[src/rtl/alu_result_fifo.sv]
// Result buffer behind the ALU select mux: captures {result, sel} plus zero/neg
// flags on push and presents entries in order over a valid/ready handshake.
module alu_result_fifo #(
    parameter int WIDTH = 16,
    parameter int DEPTH = 4
) (
    input  logic                     clk,
    input  logic                     rst_n,
    input  logic                     flush,
    input  logic                     in_valid,
    output logic                     in_ready,
    input  logic [WIDTH-1:0]         in_result,
    input  logic [2:0]               in_sel,
    output logic                     out_valid,
    input  logic                     out_ready,
    output logic [WIDTH-1:0]         out_result,
    output logic [2:0]               out_sel,
    output logic                     out_zero,
    output logic                     out_neg,
    output logic [$clog2(DEPTH):0]   count
);

    localparam int PTR_W = $clog2(DEPTH);
    localparam int CNT_W = PTR_W + 1;

    logic [WIDTH-1:0] r_mem_result [DEPTH];
    logic [2:0]       r_mem_sel    [DEPTH];
    logic             r_mem_zero   [DEPTH];
    logic             r_mem_neg    [DEPTH];

    logic [PTR_W-1:0] r_wr_ptr;
    logic [PTR_W-1:0] r_rd_ptr;
    logic [CNT_W-1:0] r_count;

    logic w_full;
    logic w_empty;
    logic w_push;
    logic w_pop;

    function automatic logic flag_zero(input logic [WIDTH-1:0] v);
        return (v == '0);
    endfunction

    function automatic logic flag_neg(input logic [WIDTH-1:0] v);
        return v[WIDTH-1];
    endfunction

    // Handshake decoded from count alone so ready/valid never depend on the peer.
    assign w_full  = (r_count == CNT_W'(DEPTH));
    assign w_empty = (r_count == '0);
    assign w_push  = in_valid && !w_full;
    assign w_pop   = out_ready && !w_empty;

    assign in_ready  = !w_full;
    assign out_valid = !w_empty;
    assign count     = r_count;

    assign out_result = r_mem_result[r_rd_ptr];
    assign out_sel    = r_mem_sel[r_rd_ptr];
    assign out_zero   = r_mem_zero[r_rd_ptr];
    assign out_neg    = r_mem_neg[r_rd_ptr];

    // Storage is never reset; an entry only becomes visible through count.
    always_ff @(posedge clk) begin
        if (w_push) begin
            r_mem_result[r_wr_ptr] <= in_result;
            r_mem_sel[r_wr_ptr]    <= in_sel;
            r_mem_zero[r_wr_ptr]   <= flag_zero(in_result);
            r_mem_neg[r_wr_ptr]    <= flag_neg(in_result);
        end
    end

    always_ff @(posedge clk) begin
        if (!rst_n || flush) begin
            r_wr_ptr <= '0;
            r_rd_ptr <= '0;
            r_count  <= '0;
        end else begin
            if (w_push) r_wr_ptr <= r_wr_ptr + PTR_W'(1);
            if (w_pop)  r_rd_ptr <= r_rd_ptr + PTR_W'(1);
            case ({w_push, w_pop})
                2'b10:   r_count <= r_count + CNT_W'(1);
                2'b01:   r_count <= r_count - CNT_W'(1);
                default: r_count <= r_count;
            endcase
        end
    end

endmodule

[config.mk]
export PLATFORM = sky130hd
export DESIGN_NAME = alu_result_fifo
export DESIGN_NICKNAME = d
export VERILOG_FILES = /design/src/rtl/alu_result_fifo.sv
export SDC_FILE = /design/constraint.sdc
export NUM_CORES = 1
export LEC_CHECK = 0
export BUFFER_PORTS_ARGS = -buffer_cell sky130_fd_sc_hd__buf_2
export CAP_MARGIN = 15
export CORE_MARGIN = 2
export CORE_UTILIZATION = 45
export DETAILED_ROUTE_END_ITERATION = 10
export PLACE_DENSITY = 0.65
export RECOVER_POWER = 100
export REMOVE_ABC_BUFFERS = 1
export SYNTH_ARGS = -nofsm -noshare
export SYNTH_HDL_FRONTEND = slang
export SYNTH_SLANG_ARGS = --single-unit
[constraint.sdc]
create_clock -name clk -period 2.8 [get_ports clk]
set_input_delay 0.28 -clock clk [delete_from_list [all_inputs] [get_ports clk]]
set_output_delay 0.28 -clock clk [all_outputs]
set_load 0.005 [all_outputs]
* Word-level counts from Yosys, hierarchy flattened
Memories as Yosys holds them, arrays and structs flattened. A register that Yosys moved wholly into a read port is not among the register bits.
Cells that the tools add are included.
** Storage, ports and cells
- Flip-flop bits (word level) :: 7
- Latch bits :: 0
- Memory bits (writable) :: 84
- Memory bits (read-only) :: 0
- Word-level logic and storage cells :: 34
- Memories :: 4
** Memory list
- r_mem_result :: words 4, bits a word 16, rd ports 1, clocked after memory_dff 1, wr ports 1, RTL line 26 : logic [WIDTH-1:0] r_mem_result [DEPTH];
- r_mem_sel :: words 4, bits a word 3, rd ports 1, clocked after memory_dff 1, wr ports 1, RTL line 27 : logic [2:0] r_mem_sel [DEPTH];
- r_mem_neg :: words 4, bits a word 1, rd ports 1, clocked after memory_dff 1, wr ports 1, RTL line 29 : logic r_mem_neg [DEPTH];
- r_mem_zero :: words 4, bits a word 1, rd ports 1, clocked after memory_dff 1, wr ports 1, RTL line 28 : logic r_mem_zero [DEPTH];
** Operators by class
- $add $sub $neg :: 4
- Multipliers :: 0
- Divide/modulo/power cells :: 0
- $lt $le $gt $ge :: 0
- Equal/unequal tests :: 3
- Shift-type cells :: 0
- Multiplexer cells :: 11
- Bitwise gates (word level) :: 0
- Reductions and logical operators :: 9
** Operators with widths (count)
- 16-bit logical NOT :: 1
- 2-bit two-way mux :: 8
- 3-bit one-hot mux with 2 select lines :: 1
- 2-bit by 1-bit adder with 2-bit output, second input constant :: 2
- 3-bit by 1-bit adder with 3-bit output, second input constant :: 1
- 3-bit == test, second input constant :: 1
- 1-bit logical NOT :: 3
- 3-bit logical NOT :: 1
- 3-bit by 1-bit subtractor with 3-bit output, second input constant :: 1
- 2-bit by 1-bit == test with 1-bit output, second input constant :: 1
- 2-bit == test, second input constant :: 1
- 1-bit logical AND :: 2
- 1-bit two-way mux :: 2
- 2-bit nonzero test :: 1
- 1-bit logical OR :: 1

* Logic depth before layout (Yosys ltp)
Gate-level depths: netlist (run 1).
- Depth after elaboration :: 5
- Mapped depth :: 9
- Gate-level depth less buffers :: 8

* Least setup slack after synthesis (run 1)
OpenSTA, ideal clock, no wires.
- Kind :: flip-flop to flip-flop
- From :: reg r_count[2] (netlist: count[2])
- To :: reg r_count[2] (netlist: count[2])
- Setup time :: 70 ps
- Arrival time :: 2234 ps
- Slack :: 496 ps
- Stages on the path, launching flop included :: 10
- Path buffers :: 1
- Cells stage by stage :: dfxtp_1 or3b_1 buf_6 nand2_1 ha_1 inv_1 fa_1 xor2_1 or3_2 a21oi_1
** Between the ends
- Longest elaborated chain between the ends :: 5
- Elaborated cells between the ends (all ways) :: 12
- Those cells by class :: add/sub: 2; eq/ne: 3; mux: 1; reduce/logical: 6
** Ends and longest elaborated chain
- from (decl) :: RTL line 33 : logic [CNT_W-1:0] r_count;
- from (signal assigned) :: RTL line 82 : 2'b10: r_count <= r_count + CNT_W'(1);
- from (signal assigned) :: RTL line 83 : 2'b01: r_count <= r_count - CNT_W'(1);
- from (signal assigned) :: RTL line 84 : default: r_count <= r_count;
- 3-bit == test * :: RTL line 49 : assign w_full = (r_count == CNT_W'(DEPTH));
- 1-bit logical NOT *
- via in_ready :: RTL line 11 : output logic in_ready,
- 1-bit logical AND * :: RTL line 51 : assign w_push = in_valid && !w_full;
- 2-bit by 1-bit == test with 1-bit output or 2-bit == test (tied branches) :: RTL line 81 : case ({w_push, w_pop})
- 3-bit one-hot mux with 2 select lines or 2-bit nonzero test (tied branches)
Mark *: on every way through the listed nets, which the timed path passes. The rest lies on a longest branch.
A chain may end at the register's enable or synchronous reset.

* Worst setup path in the final report (run 1)
- From :: reg r_count[2] (netlist: count[2])
- To :: reg r_count[2] (netlist: count[2])
** Between the ends
- Longest elaborated chain between the ends :: 5
- Elaborated cells between the ends (all ways) :: 12
- Those cells by class :: add/sub: 2; eq/ne: 3; mux: 1; reduce/logical: 6
** Ends and longest elaborated chain (RTL line)
- 3-bit == test or 3-bit logical NOT (tied branches) :: 49, 50
- 1-bit logical NOT (on tied branches) :: 51, 52
- 1-bit logical AND (on tied branches) :: 51, 52
- 2-bit by 1-bit == test with 1-bit output or 2-bit == test (tied branches) :: 81
- 3-bit one-hot mux with 2 select lines or 2-bit nonzero test (tied branches)
Parallel ways exist; a longest one is shown, timed or not.

==> results of run 1 <==
synthesized netlist by cell type, types with 2 or more instances:
master / number / area (sq um)
edfxtp_1: 80 / 2402
mux4_2: 20 / 450.4
dfxtp_1: 9 / 180.2
nor2_1: 6 / 22.52
ha_1: 5 / 62.56
inv_1: 5 / 18.77
and3_2: 4 / 30.03
nand2_1: 4 / 15.01
nor4_1: 4 / 25.02
xor2_1: 3 / 26.28
a21oi_1: 2 / 10.01
buf_2: 2 / 10.01
clkbuf_1: 2 / 7.510
or3_2: 2 / 15.01
critical path: cells and delay by family (launching register included):
family                     cells  cell delay [ps]
and+or+nand+nor                3             1050
adders and majority gates      2              570
DFF                            1              430
xor gates and xnor gates       1              160
AOI/OAI and AO/OA              1              140
buffers and inverters          1               60
cell type report:
class                   instances  area, sq um
well taps                      99        123.9
flip-flops and latches         89         2582
multi-input cells              62        759.5
inverters                       5        18.77
fillers                       641         3400
clock inverters                 6        58.81
clock buffers                  10        127.6
repair buffers                 51        221.5
sequential cells by signal (all words and copies together), names as in the netlist, named ones only:
register,count
count,3
r_mem_zero,4
r_mem_result,64
r_mem_sel,12
r_wr_ptr,2
r_rd_ptr,2
cell usage in the layout (no fill, tap or decap), drive strengths merged:
cell type	instances
xnor2	1
nor4	4
o31a	1
or3	2
edfxtp	80
o21ai	1
nand2b	1
o311ai	1
bufinv	1
nand2	4
mux2i	1
or3b	1
dfxtp	9
xor2	3
clkbuf	40
and4	1
a211o	1
fa	1
inv	5
clkinv	5
nor2b	1
nand4	1
buf	21
a21oi	2
and3	4
ha	5
mux4	20
nor2	6
path summary, 6_finish.rpt:
kind                            startpoint                        end  slack [ps]
hold / removal                   in_sel[0]  r_mem_sel[1][0]$_DFFE_PP_         190
setup reg to reg     count[2]$_SDFFE_PP0P_      count[2]$_SDFFE_PP0P_         320
hold reg to reg   r_wr_ptr[1]$_SDFFE_PP0P_   r_wr_ptr[1]$_SDFFE_PP0P_         510
setup / recovery     count[2]$_SDFFE_PP0P_      count[2]$_SDFFE_PP0P_         320
kinds of logic after synthesis:
| family | count (synthesis) |
|---|---|
| AO/OA/AOI/OAI | 6 |
| multiplexers | 21 |
| XOR/XNOR | 4 |
| AND/OR/NAND/NOR | 25 |
| adder cells (fa/ha/maj) | 6 |
| flip-flops | 89 |
| buffers and inverters | 11 |
layer usage:
layer,global-route usage,wire length [um]
met1,0.1777,2367
met2,0.2407,2916
met3,0.03237,236
met4,0.08333,121
met5,0,0
metrics by stage:
step | hold slack (ps) | worst slack (ps) | instances | total power [mW]
after global placement | 499.3 | 455.3 | 306 | 1.658
after floorplan | 378.9 | 501.5 | 156 | 1.586
final | 188.9 | 323.8 | 322 | 2.452
after detailed placement | 500.4 | 341.7 | 306 | 1.662
after CTS | 128.4 | 323.3 | 322 | 2.485
after global routing | 187.8 | 144.0 | 322 | 2.548
report_power, final:
group / switching, mW / internal [mW] / total (mW)
Combinational: 0.0718 / 0.0589 / 0.131
Sequential: 0.0109 / 1.48 / 1.49
Clock: 0.423 / 0.408 / 0.831
Total: 0.505 / 1.95 / 2.45
==> metrics.txt, run 1 <==
VDD IR-drop max=approximately 0.00022 V; number of flops mapped to enable cells by yosys=80; worst reg2reg path depth=8; Reg clk slew, reported paths=80 ps; Routed wire per std cell=17.52 um; hold depth=1; worst-skew pair later-pin latency=350 ps; period utilization=0.8843; Critical Path End Type=register; # IOs=50; Post-Synth Simple-Gate Area=0.04229; vias in the first global route=1733; ys flop type=edfxtp_1; Num CTS Buffers=9; Worst Path Required=3080 ps; Core ar.=7292 sq um; cells after synthesis=162; Post-DRT Antenna Nets=0; Remaining DRCs=0; total number of vias=roughly 1600; ys async rst share=0; RePlAce Congestion=0.7296; gr ovfl total=0; IO Port Bufs=49; DRT iter0 DRCs=62; fin area=3892 sq um; Die Wd=90.95 um; Final HPWL DP=3646 um; Worst slew margin=0.2667; layout cell share with drive strength beyond 1=0.2691; Post-Synth XOR/XNOR Area=0.01030; max frequency=0.4039 GHz; CP peak stage delay=around 480 ps; Tmin final=2476 ps; synthesis-to-finish area growth=14.42%; slowest CP cell=or3b_1; WL final=5642 um; die height=approximately 90 um; unrepaired setup endpoints after global routing=no; first-pass GRT wire length=8887 um; vias per cell=roughly 5.1; Final Core Density=0.5338; CP startpoint kind=register; Hold-fix buffers, CTS=0; cell row count=31; # setup viols final=0; CP Class=reg -> reg; CP Data Arrival Time=2760 ps; multiplexer area fraction after synthesis=0.1353; DRT Pass-1 Iters=5; initial core utilization=0.4665; H-tree depth=3; critical path fanouts, max=8; final net count=248; status=finished, final reports clean; Synth Area in Adders=0.02427; diode count=0; setup bufs post-CTS=0; Max clock buf depth=2; placed instance area=3762 sq um; TNS Setup=0 ps; Pwr per Cell Area=629.8 nW/um^2; number of synthesized register bits=89; # clock sinks=89; Post-Syn Area per Cell=21.00 sq um; largest family of logic cells by synthesized area=multiplexers; die area=8272 sq um; Fin. Hold Viols=0; initial antenna violation count=0; Pleak=1.277 nW; post-synthesis compound-gate area fraction=0.01250; Post-Synthesis Cell Area=3402 sq um; worst-path cell chain=or3b_1 -> nand2_1 -> ha_1 -> inv_1 -> fa_1 -> xor2_1 -> or3_2 -> a21oi_1; Total GRT Usage=0.1458; TritonCTS clock tree=done; clock skew=3.890 ps; number of distinct library cells after synthesis=28; Slew Viols, Final=0; max-cap viol count=0; post-synthesis sequential area ratio=0.7591; worst slew pin tran=1100 ps; Synth Warn #=0; pin count of the biggest net entering global routing=21; post-CTS sizing=0; root buf cell=clkbuf_8; Hold Crit Class=in -> reg
(Power assumes the default switching activity.)
==> run 2: changes to the inputs <==
CORE_MARGIN = default   (was 2)
==> run 2 against run 1 <==
Compared with the run above:
- design area decreased by 0.26%
- sequential share of layout area grew 0.17 points
- critical endpoint unchanged
- via count decreased by 0.86%
- clock-buffer cell count is the same
- cell count fell by 0.31%
- non-clock buffer count is the same
- sequential power barely moved
==> metrics.txt, run 2 (same netlist as run 1, synthesis figures left out) <==
vias per cell=about 5.0; root buf cell=clkbuf_8; TNS Setup=0 ps; layout cell share with drive strength beyond 1=0.2387; die area=~7900 sq um; Remaining DRCs=0; final net count=approximately 250; worst-path cell chain=or3b_1 -> nand2_1 -> ha_1 -> inv_1 -> fa_1 -> xor2_1 -> or3_2 -> a21oi_1; Final HPWL DP=~3400 um; VDD IR-drop max=~0.00024 V; max frequency=0.4093 GHz; Final WS setup=356.6 ps; register area=2582 sq um; Buf+Inv Stages, Crit Path=1; CP Data Arrival Time=2710 ps; first-pass GRT wire length=8459 um; Routed wire per std cell=~17 um; max-cap viol count=0; Reg clk slew, reported paths=80 ps; unrepaired setup endpoints after global routing=no; post-CTS sizing=0; commonest non-fill, non-tap cell in the layout=edfxtp_1; status=finished, final reports clean; FF-to-FF Start=count[2]$_SDFFE_PP0P_; # setup viols final=0; IO Port Bufs=approximately 50; worst reg2reg path depth=8; die height=88.95 um; Post-DRT Antenna Nets=0; critical path fanouts, max=8; WL final=5421 um; Reg with most FFs=r_mem_result; Core ar.=7292 sq um; total power=2.437 mW; CP startpoint kind=register; H-tree depth=3; Worst Path Required=3060 ps; sequential power share=0.611; Die Wd=88.95 um; Hold Crit Class=in -> reg; vias in the first global route=1661; Total GRT Usage=0.1521; # clock sinks=89; CP Class=reg -> reg; Fin. Hold Viols=0; Critical R2R Capture=count[2]$_SDFFE_PP0P_; worst-skew pair later-pin latency=340 ps; setup bufs post-CTS=0; hold_sp=in_sel[0]; gr ovfl total=0; DRT Pass-1 Iters=4; Final Core Density=0.5324; Net Sw Frac=0.2020; CP peak stage delay=480 ps; combinational fraction of design power=0.053; footprint of the multi-input gates=759.5 sq um; P_int=1.945 mW; Max clock buf depth=2; Place WS=375.0 ps; # IOs=50; slowest CP cell=or3b_1; Pleak=1.251 nW; Hold-fix buffers, CTS=0; Top Registers=r_mem_result: 64 flops, r_mem_sel: 12 flops, r_mem_zero: 4 flops; cell row count=31; max FFs per register=64; TritonCTS clock tree=done; diode count=0; fillers=631; RePlAce Congestion=0.7082; period utilization=0.8726; Hold Path Sink=r_mem_sel[1][0]$_DFFE_PP_; clock skew=roughly 10 ps; DRT iter0 DRCs=86; Pwr per Cell Area=approximately 630 nW/um^2; initial antenna violation count=0; Crit path max-delay family=simple AND/OR/NAND/NOR gates; most frequent cells in the layout=80 x edfxtp_1, 35 x clkbuf_1, 20 x mux4_2; Tmin final=2443 ps; hold depth=1; total number of vias=1613; Slew Viols, Final=0; pin count of the biggest net entering global routing=21; Clock Power Share=0.335; FF-to-FF setup slack=360 ps; Worst slew margin=0.2577; Critical Path End Type=register; synthesis-to-finish area growth=14.12%; worst slew pin tran=1113 ps; initial core utilization=0.4665; Num CTS Buffers=9; Net Sw Power=0.4924 mW
==> run 2: area by class of cell <==
| cell class | count | share of cell area |
|---|---|---|
| Multi-Input combinational cell | 62 | 0.1956 |
| Tap cell | 99 | 0.03190 |
| Clock inverter | 5 | 0.01450 |
| Clock buffer | 10 | 0.03287 |
| Timing Repair Buffer | 51 | 0.05511 |
| Sequential cell | 89 | 0.6652 |
| Inverter | 5 | 0.004834 |
==> run 2: power by group through the flow <==
stage,sequential [mW],clock [mW],combinational [mW]
final,1.49,0.817,0.130
after global routing,1.49,0.895,0.146
after CTS,1.49,0.843,0.141
after detailed placement,1.52,0,0.141
after global placement,1.52,0,0.139
after floorplan,1.52,0,0.0656
==> run 2: stage by stage <==
stage | cells | hold WS [ps] | instance area (sq um)
global route | 321 | 189.9 | 3882
finish | 321 | 194.4 | 3882
floorplan | 156 | 378.9 | 3366
detailed placement | 306 | 499.5 | 3750
CTS | 321 | 136.0 | 3934
global placement | 306 | 498.7 | 3750
==> run 2: how the worst max path moves through the flow <==
| stage | startpoint | to | slack [ps] | cells past startpoint |
|---|---|---|---|---|
| after global placement | count[2]$_SDFFE_PP0P_ | count[2]$_SDFFE_PP0P_ | 460 | 8 |
| after detailed placement | count[2]$_SDFFE_PP0P_ | count[2]$_SDFFE_PP0P_ | 380 | 8 |
| after floorplan | count[2]$_SDFFE_PP0P_ | count[2]$_SDFFE_PP0P_ | 500 | 8 |
| after global routing | count[2]$_SDFFE_PP0P_ | count[2]$_SDFFE_PP0P_ | 220 | 8 |
| final | count[2]$_SDFFE_PP0P_ | count[2]$_SDFFE_PP0P_ | 360 | 8 |
| after CTS | count[2]$_SDFFE_PP0P_ | count[2]$_SDFFE_PP0P_ | 350 | 8 |
==> run 2: routing by layer <==
layer,part of all wire,global-route usage
met2,0.52,0.2524
met5,0,0
met1,0.44,0.1918
met3,0.040,0.04524
met4,0.0015,0.05628
==> run 3: changes to the inputs <==
CTS_BUF_LIST = sky130_fd_sc_hd__clkbuf_8 sky130_fd_sc_hd__clkbuf_16   (was default)
==> run 3 against run 2 <==
Compared with the run above:
- clock skew is essentially flat
- clock-buffer cell count is 1 lower
- setup slack unchanged
- critical path type unchanged
- total power fell by 0.17%
- hold slack about the same
- via count stayed put
- critical path depth unchanged
- clock power fell by 0.5%
- flip-flop and latch count stayed put
- design area stayed put
- core utilization stayed put
==> metrics.txt, run 3 (same netlist as run 1, synthesis figures left out) <==
Num CTS Buffers=9; critical path fanouts, max=8; Fin. Hold Viols=0; root buf cell=clkbuf_8; Crit path max-delay family=simple AND/OR/NAND/NOR gates; # clock sinks=89; Post-DRT Antenna Nets=0; gr ovfl total=0; Tmin final=~2400 ps; Critical R2R Capture=count[2]$_SDFFE_PP0P_; Worst slew margin=0.2577; Slew Viols, Final=0; Core ar.=7292 sq um; Routed wire per std cell=16.88 um; # setup viols final=0; CP startpoint kind=register; most frequent cells in the layout=80 x edfxtp_1, 34 x clkbuf_1, 20 x mux4_2; commonest non-fill, non-tap cell in the layout=edfxtp_1; Clock Power Share=0.334; post-CTS sizing=0; period utilization=0.8726; final net count=248; H-tree depth=3; Reg with most FFs=r_mem_result; vias in the first global route=1659; synthesis-to-finish area growth=14.12%; Critical Path End Type=register; VDD IR-drop max=0.0002421 V; Worst Path Required=3060 ps; Net Sw Power=between 0.4 and 0.5 mW; status=finished, final reports clean; Die Wd=88.95 um; Place WS=375.0 ps; cell row count=31; initial core utilization=0.4665; total power=2.433 mW; Final WS setup=356.6 ps; met3 usage=0.04524; layout cell share with drive strength beyond 1=0.2387; worst slew pin tran=1113 ps; combinational fraction of design power=0.054; vias per cell=roughly 5; TNS Setup=0 ps; RePlAce Congestion=just over 0.7; max FFs per register=64; initial antenna violation count=0; M2 GR Usage=0.2517; Hold Crit Class=in -> reg; unrepaired setup endpoints after global routing=no; clock skew=10.07 ps; Inst Count DP=306; worst-path cell chain=or3b_1 -> nand2_1 -> ha_1 -> inv_1 -> fa_1 -> xor2_1 -> or3_2 -> a21oi_1; Buf+Inv Stages, Crit Path=1; setup bufs post-CTS=0; Total GRT Usage=0.1523; die height=88.95 um; max-cap viol count=0; Layout Cells excl Fill=approximately 320; first-pass GRT wire length=between 8000 and 9000 um; hold depth=1; worst-skew pair later-pin latency=around 340 ps; Pleak=1.255 nW; Hold Path Sink=r_mem_sel[1][0]$_DFFE_PP_; Pwr per Cell Area=626.7 nW/um^2; met1 usage=0.1931; CP peak stage delay=480 ps; fillers=631; FF-to-FF setup slack=360 ps; slowest CP cell=or3b_1; DRT iter0 DRCs=80; Final HPWL DP=around 3400 um; CP Class=reg -> reg; sequential power share=0.612; Max clock buf depth=2; diode count=0; die area=approximately 8000 sq um; total number of vias=1613; pin count of the biggest net entering global routing=21; CP Data Arrival Time=2710 ps; DRT Pass-1 Iters=4; worst reg2reg path depth=8; hold_sp=in_sel[0]; FF-to-FF Start=count[2]$_SDFFE_PP0P_; WL final=5420 um; max frequency=0.4093 GHz; Remaining DRCs=0; P_int=1.941 mW; Top Registers=r_mem_result: 64 flops, r_mem_sel: 12 flops, r_mem_zero: 4 flops; # IOs=50; Reg clk slew, reported paths=80 ps; Hold-fix buffers, CTS=0; GRT busiest layer=met2; IO Port Bufs=49; TritonCTS clock tree=done; Net Sw Frac=0.2021
[run 3: changes by cell type in the layout (fill, tap and decap cells not counted), sizes merged]
| cell | change |
|---|---|
| clkbuf | -1 |
| inv | +1 |
[run 3: metrics by stage]
| step | instance area, sq um | util | hold WS [ps] |
|---|---|---|---|
| 2_1_floorplan | 3366 | - | 378.9 |
| 3_3_place_gp | 3750 | 0.5142 | 498.7 |
| 3_5_place_dp | 3750 | 0.5142 | 499.5 |
| 4_1_cts | 3934 | 0.5395 | 136.0 |
| 5_1_grt | 3882 | 0.5324 | 189.9 |
| 6_report | 3882 | 0.5324 | 194.6 |
[run 3: layer usage]
metal | wire length (um) | share of wire
met3 | 225 | 0.042
met1 | 2385 | 0.44
met5 | 0 | 0
met2 | 2801 | 0.52
met4 | 8 | 0.0015
[run 3: worst max-delay path by stage]
stage | startpoint | endpoint | cells past startpoint
2_1_floorplan | count[2]$_SDFFE_PP0P_ | count[2]$_SDFFE_PP0P_ | 8
3_3_place_gp | count[2]$_SDFFE_PP0P_ | count[2]$_SDFFE_PP0P_ | 8
3_5_place_dp | count[2]$_SDFFE_PP0P_ | count[2]$_SDFFE_PP0P_ | 8
4_1_cts | count[2]$_SDFFE_PP0P_ | count[2]$_SDFFE_PP0P_ | 8
5_1_grt | count[2]$_SDFFE_PP0P_ | count[2]$_SDFFE_PP0P_ | 8
6_report | count[2]$_SDFFE_PP0P_ | count[2]$_SDFFE_PP0P_ | 8
[run 3: layout make-up]
type,instances,area (sq um),area share
tap,99,123.9,0.03190
multi-input combinational,62,759.5,0.1956
clock inverter,6,60.06,0.01547
sequential,89,2582,0.6652
inverter,5,18.77,0.004834
timing repair buffer,51,214.0,0.05511
clock buffer,9,123.9,0.03190
[run 3: power groups by stage]
| stage | logic [mW] | clock network [mW] | registers (mW) |
|---|---|---|---|
| 3_5_place_dp | 0.141 | 0 | 1.52 |
| 5_1_grt | 0.146 | 0.894 | 1.49 |
| 3_3_place_gp | 0.139 | 0 | 1.52 |
| 6_report | 0.130 | 0.813 | 1.49 |
| 4_1_cts | 0.141 | 0.840 | 1.49 |
| 2_1_floorplan | 0.0656 | 0 | 1.52 |
